$ cat src/rtl/controladora_pkg.sv
// Shared types and helpers for the multi-channel lamp controller.
package controladora_pkg;

  typedef enum logic {
    MODO_AUTO   = 1'b0,
    MODO_MANUAL = 1'b1
  } modo_t;

  // Bits needed to hold any value from 0 up to and including max.
  function automatic int cnt_w(input int max);
    return $clog2(max + 1);
  endfunction

endpackage

$ cat src/rtl/controladora_canal.sv
// One lamp channel: input synchronisers, press counter, AUTO/MANUAL mode FSM,
// shared hold/inactivity timer and the registered lamp drive.
module controladora_canal
  import controladora_pkg::*;
#(
  parameter int DEBOUNCE_P        = 300,
  parameter int SWITCH_MODE_MIN_T = 5300,
  parameter int AUTO_SHUTDOWN_T   = 30000
) (
  input  logic  clk,
  input  logic  rst,
  input  logic  push_button,
  input  logic  infravermelho,
  input  logic  apagar_tudo,
  output logic  saida,
  output modo_t modo
);

  localparam int PW = cnt_w(SWITCH_MODE_MIN_T);
  localparam int TW = cnt_w(AUTO_SHUTDOWN_T);
  localparam logic [PW-1:0] PRESS_MAX  = PW'(SWITCH_MODE_MIN_T);
  localparam logic [PW-1:0] PRESS_LONG = PW'(SWITCH_MODE_MIN_T - 1);
  localparam logic [PW-1:0] PRESS_MIN  = PW'(DEBOUNCE_P);
  localparam logic [PW-1:0] PRESS_ONE  = PW'(1);
  localparam logic [TW-1:0] TMR_LOAD   = TW'(AUTO_SHUTDOWN_T);
  localparam logic [TW-1:0] TMR_ONE    = TW'(1);

  logic [1:0]    btn_sync;
  logic [1:0]    ir_sync;
  logic          btn_s;
  logic          ir_s;
  logic [PW-1:0] press_cnt;
  logic [TW-1:0] tmr;
  logic          long_press;
  logic          short_press;

  always_ff @(posedge clk or negedge rst) begin
    if (!rst) begin
      btn_sync <= '0;
      ir_sync  <= '0;
    end else begin
      btn_sync <= {btn_sync[0], push_button};
      ir_sync  <= {ir_sync[0], infravermelho};
    end
  end

  assign btn_s = btn_sync[1];
  assign ir_s  = ir_sync[1];

  always_ff @(posedge clk or negedge rst) begin
    if (!rst) begin
      press_cnt <= '0;
    end else if (!btn_s) begin
      press_cnt <= '0;
    end else if (press_cnt != PRESS_MAX) begin
      press_cnt <= press_cnt + PRESS_ONE;
    end
  end

  // Long press fires on the cycle the counter reaches its ceiling, so only once per press.
  assign long_press  = btn_s && (press_cnt == PRESS_LONG);
  assign short_press = !btn_s && (press_cnt >= PRESS_MIN) && (press_cnt < PRESS_MAX);

  always_ff @(posedge clk or negedge rst) begin
    if (!rst) begin
      modo  <= MODO_AUTO;
      saida <= 1'b0;
      tmr   <= '0;
    end else if (apagar_tudo) begin
      saida <= 1'b0;
      tmr   <= '0;
      if (long_press) modo <= (modo == MODO_AUTO) ? MODO_MANUAL : MODO_AUTO;
    end else if (long_press) begin
      if (modo == MODO_AUTO) begin
        modo <= MODO_MANUAL;
        tmr  <= TMR_LOAD;
      end else begin
        modo  <= MODO_AUTO;
        saida <= 1'b0;
        tmr   <= '0;
      end
    end else if (modo == MODO_AUTO) begin
      if (ir_s) begin
        saida <= 1'b1;
        tmr   <= TMR_LOAD;
      end else if (tmr != '0) begin
        tmr <= tmr - TMR_ONE;
        if (tmr == TMR_ONE) saida <= 1'b0;
      end
    end else begin
      if (short_press) saida <= ~saida;
      // In MANUAL the timer only measures inactivity; expiry drops back to AUTO.
      if (ir_s || btn_s) begin
        tmr <= TMR_LOAD;
      end else if (tmr != '0) begin
        tmr <= tmr - TMR_ONE;
        if (tmr == TMR_ONE) begin
          modo  <= MODO_AUTO;
          saida <= 1'b0;
        end
      end
    end
  end

endmodule

$ cat src/rtl/controladora_multicanal.sv
// Room-panel lamp controller: N independent channels sharing only the all-off
// command, plus a registered count of lit lamps.
module controladora_multicanal
  import controladora_pkg::*;
#(
  parameter int N_CANAIS          = 4,
  parameter int DEBOUNCE_P        = 300,
  parameter int SWITCH_MODE_MIN_T = 5300,
  parameter int AUTO_SHUTDOWN_T   = 30000
) (
  input  logic                            clk,
  input  logic                            rst,
  input  logic [N_CANAIS-1:0]             push_button,
  input  logic [N_CANAIS-1:0]             infravermelho,
  input  logic                            apagar_tudo,
  output logic [N_CANAIS-1:0]             led,
  output logic [N_CANAIS-1:0]             saida,
  output logic [$clog2(N_CANAIS+1)-1:0]   canais_ativos
);

  localparam int AW = $clog2(N_CANAIS + 1);

  modo_t         modo [N_CANAIS];
  logic [AW-1:0] soma;

  for (genvar g = 0; g < N_CANAIS; g++) begin : g_canal
    controladora_canal #(
      .DEBOUNCE_P        (DEBOUNCE_P),
      .SWITCH_MODE_MIN_T (SWITCH_MODE_MIN_T),
      .AUTO_SHUTDOWN_T   (AUTO_SHUTDOWN_T)
    ) u_canal (
      .clk           (clk),
      .rst           (rst),
      .push_button   (push_button[g]),
      .infravermelho (infravermelho[g]),
      .apagar_tudo   (apagar_tudo),
      .saida         (saida[g]),
      .modo          (modo[g])
    );
    assign led[g] = (modo[g] == MODO_MANUAL);
  end

  always_comb begin
    soma = '0;
    for (int k = 0; k < N_CANAIS; k++) soma = soma + AW'(saida[k]);
  end

  always_ff @(posedge clk or negedge rst) begin
    if (!rst) canais_ativos <= '0;
    else      canais_ativos <= soma;
  end

endmodule
$ cat config.mk
export PLATFORM = sky130hd
export DESIGN_NAME = controladora_multicanal
export DESIGN_NICKNAME = d
export VERILOG_FILES = /design/src/rtl/controladora_pkg.sv /design/src/rtl/controladora_canal.sv /design/src/rtl/controladora_multicanal.sv
export SDC_FILE = /design/constraint.sdc
export NUM_CORES = 1
export LEC_CHECK = 0
export CAP_MARGIN = 20
export CORE_MARGIN = 1
export CORE_UTILIZATION = 43
export DETAILED_ROUTE_END_ITERATION = 8
export HOLD_SLACK_MARGIN = 0.06
export SLEW_MARGIN = 10
export SYNTH_ARGS = -nofsm -noshare
export SYNTH_HDL_FRONTEND = slang
export SYNTH_SLANG_ARGS = --single-unit
$ cat constraint.sdc
create_clock -name clk -period 3 [get_ports clk]
set_clock_uncertainty 0.05 [all_clocks]
set_input_delay 0.6 -clock clk [delete_from_list [all_inputs] [get_ports clk]]
set_output_delay 0.6 -clock clk [all_outputs]
set_load 0.1 [all_outputs]
==> impl_metrics.ini <==
[outcome]
outcome = complete, no violations

[timing]
post-route-period-util_pct = 87.8
drv_slew = 0
rsz0062_at_grt = no
period_needed_ns = 2.63
setup_viol = 0
final-hold-violation-count = 0
max_freq_mhz = 380
timing.slew.headroom_pct = 43.1
tightest_slew_ns = 0.849
finalSetupTns_ns = 0

[power_and_ir_drop]
p_int_mw = 3.52
p_leak_nw = 3.58
power_density_nw_per_um2 = 553
pwr-share-clk_pct = 48.2
switching_share_pct = 24.1
ir_drop_uv = 412
seqPwrFrac_pct = 43.7
p_comb_share_pct = 8.1
p_switching_mw = 1.12

[floorplanning]
die_w_microns = 133
core-area_sq_um = 16700
die_h_microns = 133
die-area_sq_um = 17700
ios = 22
rows = 47
initial_utilization_pct = 44.3

[worst_setup_path]
cp_max_fo = 8
r2r_end = g_canal[1].u_canal.tmr[5]$_DFF_PN0_
critical_path_arrival_ns = 2.88
reg2reg_slack_ns = 0.37
worstSetupStartpointType = flip-flop
required_ns = 3.25
r2r_start = g_canal[1].u_canal.tmr[0]$_DFF_PN0_
worst_setup_path_end_kind = flip-flop
cp-startpoint = g_canal[1].u_canal.tmr[0]$_DFF_PN0_
path_class = reg2reg
reg2reg_depth = 8
endpoint = g_canal[1].u_canal.tmr[5]$_DFF_PN0_

[clock_tree]
cts.htree.levels = 4
cts_setup_buffers = 0
clk_latency_ns = 0.43
cts_buffers = 17
root_buffer = clkbuf_16
ctsLongestPathBuffers = 2
clk_pin_slew_ns = 0.05
cts_resized = 0
hold_buffers = 0
numClockSinks = 139
cts_tree = done

[detailed_routing]
drc = 0
ant_nets = 0
vias = 5483
routed_wl_microns = 14500
drt-vias-per-instance = 5.52
wl_per_cell_microns = 14.6
drtPass1Iterations = 4
drt_iter0_drc = 285

[yosys]
synth_edf_count = 0
syn_area_sq_um = 7400
ys.flop_type = dfrtp_1
synthesis.nets = 776
ys_seq_area_share_pct = 47.0
synth-seq-cells = 139
syn_area_per_cell_sq_um = 9.92
yosys_warnings = 0
synthArstFlopShare_pct = 100
post_synth_num_cell_types = 69
synthCells = 746

[place]
hpwl_microns = 9640
place.gp.congestion = 0.810
portBuffers = 21

[cells_and_area]
regArea_sq_um = 3480
nNetsFinal = 792
syn_to_final_growth_pct = 13.2
multi_input_area_sq_um = 3660
drive_gt1_share_pct = 10.1
antennaDiodeCount = 0
fin_util_pct = 50.2
nFillCells = 1526

[global_route]
grt_max_degree = 140
antenna_found_initial = 0
grt_pass1_wl_microns = 25200
grt_pass1_vias = 5352
grt_overflow = 0
grtUsageTotal_pct = 17.7

[min_path]
hp-class = in2async

[run]
maxCapViolations = 0
[how the worst min path moves through the flow]
stage                                                  start                                          end  slack, ns  cells after the start
floorplan                                                rst                   canais_ativos[0]$_DFF_PN0_       0.25                      0
global placement    g_canal[2].u_canal.btn_sync[0]$_DFF_PN0_     g_canal[2].u_canal.btn_sync[1]$_DFF_PN0_       0.29                      0
detailed placement  g_canal[1].u_canal.btn_sync[0]$_DFF_PN0_     g_canal[1].u_canal.btn_sync[1]$_DFF_PN0_       0.28                      0
CTS                                                      rst          g_canal[3].u_canal.tmr[1]$_DFF_PN0_       0.27                      2
global route                                             rst  g_canal[3].u_canal.press_cnt[3]$_DFFE_PN0P_       0.31                      2
finish                                                   rst  g_canal[3].u_canal.press_cnt[2]$_DFFE_PN0P_       0.23                      2
[synth_stat cells, types with 9 or more instances]
cell type / number / share of area [%]
dfrtp_1: 139 / 47
nor2_1: 61 / 3.1
a21oi_1: 52 / 3.5
xnor2_1: 51 / 6.0
nand2_1: 41 / 2.1
and2_1: 34 / 2.9
nand3_1: 26 / 1.8
inv_1: 23 / 1.2
o21ai_0: 21 / 1.4
nor3_1: 20 / 1.4
xor2_1: 19 / 2.2
clkbuf_1: 18 / 0.91
ha_1: 18 / 3.0
or3_1: 18 / 1.5
nor4_1: 16 / 1.4
and3_1: 15 / 1.3
nor2b_1: 12 / 1.0
a211oi_1: 10 / 1.0
a21o_1: 9 / 0.91
a31oi_1: 9 / 0.76
o21ai_1: 9 / 0.61
or4_1: 9 / 0.91
[power groups by stage]
stage               clock, mW  sequential [mW]  combinational, mW
floorplan                   0             2.03              0.275
global placement            0             2.05              0.366
detailed placement          0             2.06              0.379
CTS                      2.28             2.03              0.381
global route             2.35             2.04              0.427
finish                   2.23             2.03              0.375
[area by class of cell]
type                            count  share of cell area (%)
Inverter                           23                    1.03
Multi-Input combinational cell    552                    43.7
Clock inverter                     12                    2.05
Sequential cell                   139                    41.5
Timing Repair Buffer               29                    3.06
Tap cell                          220                    3.29
Clock buffer                       19                    5.41
[registers in the layout, indices dropped and copies added (netlist names)]
signal,flops
g_canal.u_canal.btn_sync,8
canais_ativos,3
g_canal.u_canal.ir_sync,8
g_canal.u_canal.press_cnt,52
g_canal.u_canal.modo,4
g_canal.u_canal.tmr,60
g_canal.u_canal.saida,4
[cells in the final DEF, fill, tap and decap left out, types with 6 or more instances in the layout]
master,netlist,routed
o21ai_1,9,9
o21a_1,7,7
clkdlybuf4s50_1,0,9
a31oi_1,9,9
o21ai_0,21,21
and2_1,34,34
or3_1,18,18
xor2_1,19,19
xnor2_1,51,51
nand3_1,26,26
ha_1,18,18
and3_1,15,15
nand2_1,41,41
or4_1,9,9
o31ai_1,7,7
a21o_1,9,9
nor2b_1,12,12
nand4_1,6,6
buf_4,8,18
o41ai_1,6,6
o211ai_1,8,8
dfrtp_1,139,139
nor2_1,61,61
clkbuf_16,0,17
inv_1,23,23
a211oi_1,10,10
a21oi_1,52,52
nor4_1,16,16
nor3_1,20,20
[stage by stage]
stage	power [mW]	hold WS [ns]	area [sq um]	instances	setup WS, ns
final	4.64	0.226	8380	994	0.365
after global routing	4.82	0.309	8380	994	0.210
after CTS	4.69	0.273	8380	994	0.361
after detailed placement	2.44	0.285	7750	963	0.373
after global placement	2.42	0.286	7750	963	0.454
after floorplan	2.31	0.254	7400	746	0.626
[metal layers]
layer	wire length, microns	share of wire (%)	global-route usage (%)	vias to the layer above
met3	400	2.8	4.87	26
met4	312	2.1	7.89	0
met5	0	0	0	-
met2	6740	46	28.0	60
met1	7070	49	22.9	2696
li1	-	-	-	2701
[kinds of logic after synthesis]
logic type / count (synthesis) / share of synthesized area, %
compound gates: 161 / 14.5
xor+xnor: 70 / 8.29
fa+ha+maj: 19 / 3.31
buf+inv: 55 / 3.55
flops: 139 / 47.0
mux: 1 / 0.152
simple gates: 301 / 23.2
[critical path: stages (launching register included)]
cell	delay (ns)
dfrtp_1	0.41
inv_1	0.11
ha_1	0.20
or3b_1	0.40
or4b_1	0.72
o21ai_1	0.31
nor2_1	0.08
xnor2_1	0.14
a21oi_1	0.08
(Power assumes the default switching activity.)
